`config.mk`:
```
export PLATFORM = sky130hd
export DESIGN_NAME = instruction_fetch
export DESIGN_NICKNAME = d
export VERILOG_FILES = /design/src/rtl/instruction_fetch.sv
export SDC_FILE = /design/constraint.sdc
export NUM_CORES = 1
export LEC_CHECK = 0
export ABC_AREA = 1
export CAP_MARGIN = 30
export CORE_MARGIN = 10
export CORE_UTILIZATION = 35
export CTS_CLUSTER_SIZE = 24
export DETAILED_ROUTE_END_ITERATION = 8
export PLACE_DENSITY_LB_ADDON = 0.05
export SLEW_MARGIN = 0
export SYNTH_ARGS = -nofsm -noshare
export SYNTH_HDL_FRONTEND = slang
export SYNTH_SLANG_ARGS = --single-unit
export TNS_END_PERCENT = 100
```
`constraint.sdc`:
```
create_clock -name clock -period 1.71 [get_ports clock]
set_clock_uncertainty 0.05 [all_clocks]
set_input_delay 0.342 -clock clock [delete_from_list [all_inputs] [get_ports clock]]
set_output_delay 0.342 -clock clock [all_outputs]
set_load 0.005 [all_outputs]
```
`src/rtl/instruction_fetch.sv`:
```
// instruction_fetch: fetch stage feeding main_decoder.
// Holds the PC, fetches one word per request over a req/ack handshake and holds it in the
// instruction register until downstream consumes it.
// Optional feature macro: FETCH_MISALIGN_TRAP_EN (misaligned branch target -> sticky fault, HALT).
module instruction_fetch #(
   parameter logic [31:0] RESET_PC  = 32'h00000000,
   parameter logic [31:0] NOP_INSTR = 32'h00000013
) (
   input  logic        clock,
   input  logic        reset,
   output logic        mem_req,
   output logic [31:0] mem_addr,
   input  logic        mem_ack,
   input  logic [31:0] mem_rdata,
   input  logic        stall,
   input  logic        pc_src,
   input  logic [31:0] pc_target,
   output logic [31:0] pc_out,
   output logic [31:0] pc_plus4,
   output logic [31:0] instr_out,
   output logic        instr_valid,
   output logic        fetch_fault
);

`ifdef FETCH_MISALIGN_TRAP_EN
   typedef enum logic [1:0] {StIdle, StRequest, StHold, StHalt} state_e;
`else
   typedef enum logic [1:0] {StIdle, StRequest, StHold} state_e;
`endif

   state_e      state_q;
   logic [31:0] pc_q;
   logic [31:0] instr_q;
   logic        valid_q;
   logic        req_q;
   logic [31:0] next_pc;

   assign pc_plus4    = pc_q + 32'd4;
   assign next_pc     = pc_src ? {pc_target[31:2], 2'b00} : pc_plus4;
   assign pc_out      = pc_q;
   assign mem_addr    = pc_q;
   assign instr_out   = instr_q;
   assign instr_valid = valid_q;
   assign mem_req     = req_q;

`ifdef FETCH_MISALIGN_TRAP_EN
   logic fault_q;
   logic misaligned;

   assign misaligned  = pc_src && (pc_target[1:0] != 2'b00);
   assign fetch_fault = fault_q;
`else
   // Low target bits are dropped when the trap is not built in.
   logic unused_target_lsbs;

   assign unused_target_lsbs = ^pc_target[1:0];
   assign fetch_fault        = 1'b0;
`endif

   // Fetch FSM; mem_req is registered so it is high exactly while in StRequest.
   always_ff @(posedge clock or negedge reset) begin
      if (!reset) begin
         state_q <= StIdle;
         pc_q    <= RESET_PC;
         instr_q <= NOP_INSTR;
         valid_q <= 1'b0;
         req_q   <= 1'b0;
`ifdef FETCH_MISALIGN_TRAP_EN
         fault_q <= 1'b0;
`endif
      end else begin
         unique case (state_q)
            StIdle: begin
               state_q <= StRequest;
               req_q   <= 1'b1;
            end
            StRequest: begin
               if (mem_ack) begin
                  instr_q <= mem_rdata;
                  valid_q <= 1'b1;
                  req_q   <= 1'b0;
                  state_q <= StHold;
               end
            end
            StHold: begin
               if (!stall) begin
                  valid_q <= 1'b0;
                  instr_q <= NOP_INSTR;
`ifdef FETCH_MISALIGN_TRAP_EN
                  if (misaligned) begin
                     fault_q <= 1'b1;
                     pc_q    <= pc_target;
                     state_q <= StHalt;
                  end else begin
                     pc_q    <= next_pc;
                     req_q   <= 1'b1;
                     state_q <= StRequest;
                  end
`else
                  pc_q    <= next_pc;
                  req_q   <= 1'b1;
                  state_q <= StRequest;
`endif
               end
            end
`ifdef FETCH_MISALIGN_TRAP_EN
            StHalt: begin
               // Terminal until reset.
               req_q <= 1'b0;
            end
`endif
            default: begin
               state_q <= StIdle;
               req_q   <= 1'b0;
               valid_q <= 1'b0;
            end
         endcase
      end
   end

endmodule

```
==> run summary <==
* aggregate global-route resource usage: 0.188
* unrepaired setup endpoints after global routing: yes
* Horiz. Die Dim: 127 um
* final core utilization: 0.692
* area delta synth->final: 91.5%
* worst hold slack after final layout: 0.420 ns
* area share of the largest cell type after synthesis: 0.391
* layout cells sized above 1: 0.386
* residual DRC count: 0
* maximum clock frequency: 449 MHz
* Initial Util: 0.361
* number of instances in the synthesized netlist: 525
* post-DR vias/cell: 4.72
* most frequent cells in the layout: sky130_fd_sc_hd__buf_4 (119), sky130_fd_sc_hd__nand2_1 (109), sky130_fd_sc_hd__clkdlybuf4s50_1 (95)
* area of combinational cells with multiple inputs: 0.00223 mm^2
* failing checks: negative setup slack
* Seq. cell area: 0.00163 mm^2
* transition time at the pin with the least slew margin: 0.502 ns
* die span in y: 127 um
* first-pass GRT wire length: 24700 um
* clock tree from TritonCTS: done
* synthesis warning total: 0
* max-slew violation total from the final report: 0
* Post-Synthesis Mean Instance Area: 7.56 um^2
* Hold Fails Final Rpt: 0
* maximum number of pins on one net before global-route repair: 66
* critical path endpoint category: output port
* sink count of the clock tree: 65
* leading post-synthesis cells by cell area: sky130_fd_sc_hd__dfrtp_1 (39%), sky130_fd_sc_hd__nand2_1 (14%), sky130_fd_sc_hd__nor2_1 (7.4%), sky130_fd_sc_hd__buf_4 (7.2%), sky130_fd_sc_hd__a22o_1 (6.4%)
* Worst Setup Start Kind: flip-flop
* core outline area: 0.0110 mm^2
* full die area: 0.0160 mm^2
* First DRT Iteration DRCs: 182
* Routed Antenna Nets: 0
* sequential cell area fraction in the yosys report: 0.411
* TritonCTS buffer count: 9
* Max Buffers Root-to-Sink: 2
* global-route layer with the greatest usage: met2
* total gr overflow: 0
* average wire per cell in the routed design: 16.3 um
* met3 capacity usage during global routing: 0.0754
* number of distinct standard cells referenced by the synthesized netlist: 35
* most common library cell in the layout ignoring fill and taps: sky130_fd_sc_hd__buf_4
* Total Power Consumption: 11.7 mW
* flip-flop and latch count after synthesis: 65
* initial antenna violation count: 0
* via count: 4649
* minimum period implied by the final worst setup slack: 2.23 ns
* sum of routed wire length over all layers: 16100 um
* fin nets: 910
* met1 routing resource usage after global routing: 0.201
* DPL Wire Length: 11200 um
* fill cell total of the finished layout: 896
* top-level port count: 200
* cell area after synthesis: 0.00397 mm^2
* remaining max-slew budget at the tightest pin: 0.665
* number of H-tree levels: 3
* final setup margin: -0.517 ns
* number of search-and-repair iterations in the first detailed-routing pass: 4
* Rows: 38
* vias in the first global route: 4908
* Final Cycle Share: 1.30
* cell accounting for the most synthesized area: sky130_fd_sc_hd__dfrtp_1
* clock network latency to the later pin of the worst-skew pair: 0.33 ns
* classification of the worst setup path: flip-flop to output port
* maximum fanout encountered on the critical timing path: 4
* count of buffers inserted at the top-level ports: 190
* largest voltage drop on the vdd net: 0.000845 V
* total power density per cell area: 1540 mW/mm^2
* weighted congestion at the end of routability-driven global placement: 0.849
* Data required, critical path: 1.32 ns
* critical path arrival: 1.83 ns
* status: finished, violations left
* clock input transition at the sequential cells of the worst setup and hold paths: 0.05 ns
* met2 track demand over resource: 0.328
* type of the worst min-delay path: flip-flop to flip-flop
* Leakage: 3.85 nW
* buffer type at the clock tree root: sky130_fd_sc_hd__clkbuf_16
* Max Cap Viol: 0
* count of endpoints failing setup in the final report: 37
report_power, final:
part | switching (mW) | internal (mW) | leakage, nW | total, mW
Clock | 0.681 | 0.969 | 0.128 | 1.65
Combinational | 3.09 | 4.12 | 2.93 | 7.21
Sequential | 0.586 | 2.28 | 0.799 | 2.86
Total | 4.36 | 7.37 | 3.85 | 11.7
final timing paths:
kind / start / endpoint / slack (ns) / cells past startpoint
worst max-delay path: mem_addr[3]$_DFFE_PN0P_ / pc_plus4[19] / -0.52 / 9
worst min-delay path: instr_valid$_DFFE_PN0P_ / instr_valid$_DFFE_PN0P_ / 0.42 / 2
worst max register to register: mem_addr[3]$_DFFE_PN0P_ / mem_addr[19]$_DFFE_PN0P_ / -0.48 / 16
worst min register to register: instr_valid$_DFFE_PN0P_ / instr_valid$_DFFE_PN0P_ / 0.42 / 2
max in group asynchronous: reset / instr_out[1]$_DFFE_PN1P_ / 0.75 / 3
min in group asynchronous: reset / mem_addr[13]$_DFFE_PN0P_ / 0.49 / 3
synth_stat cells (all sizes together):
cell,instances
a21boi,2
a21oi,3
a22o,29
and2,2
buf,50
clkbuf,5
clkinv,1
conb,1
dfrtp,62
dfstp,3
ha,1
inv,43
nand2,160
nand3,27
nand3b,1
nand4,1
nor2,87
o21ai,29
o22a,3
o22ai,6
o31ai,2
xnor2,1
xor2,6
worst max-delay path, stage by stage (launching register included):
cell                       delay (ns)
sky130_fd_sc_hd__dfrtp_1         0.41
sky130_fd_sc_hd__buf_6           0.13
sky130_fd_sc_hd__nand2_4         0.06
sky130_fd_sc_hd__nor2_8          0.16
sky130_fd_sc_hd__buf_4           0.14
sky130_fd_sc_hd__nand3b_1        0.12
sky130_fd_sc_hd__buf_6           0.16
sky130_fd_sc_hd__o21ai_4         0.13
sky130_fd_sc_hd__nand2_2         0.08
sky130_fd_sc_hd__buf_6           0.11
cell type report:
class,instances,share of cell area
Timing Repair Buffer,353,0.412
Inverter,44,0.0222
Sequential cell,65,0.215
Clock inverter,6,0.00461
Clock buffer,10,0.0301
Antenna cell,1,0.000329
Tap cell,140,0.0230
Multi-Input combinational cell,367,0.293
logic make-up after synthesis:
kind of cell	synth area share
and+or+nand+nor	0.303
buffers and inverters	0.136
AOI/OAI and AO/OA	0.130
DFF	0.411
xor gates and xnor gates	0.0154
adders and majority gates	0.00315
other	0.000945
per-stage QoR:
step | setup TNS [ns] | worst slack [ns] | cell area [um^2] | cells
2_1_floorplan | 0 | 0.0388 | 3990 | 531
3_3_place_gp | -12.43 | -0.503 | 6310 | 885
3_5_place_dp | -14.13 | -0.513 | 6310 | 885
4_1_cts | -11.49 | -0.461 | 7220 | 970
5_1_grt | -16.22 | -0.593 | 7600 | 985
6_report | -12.91 | -0.517 | 7600 | 986
timing repair:
item                       in CTS  in global routing
cloned                          0                  0
pin swaps                      41                 33
hold buffers                    1                  0
gates resized for setup       262                 96
buffers inserted               70                 27
hold endpoints to repair       12                  0
setup endpoints to repair      93                 49
routing by layer:
| metal | vias up | wire length, um |
|---|---|---|
| met3 | 19 | 1310 |
| li1 | 2259 | - |
| met4 | 0 | 325 |
| met2 | 155 | 8240 |
| met1 | 2216 | 6220 |
| met5 | - | 0 |
state kept, by name, summed over array words and instances, names as in the netlist:
register,count
state_q,2
instr_out,32
mem_addr,30
instr_valid,1
(Power assumes the default switching activity.)
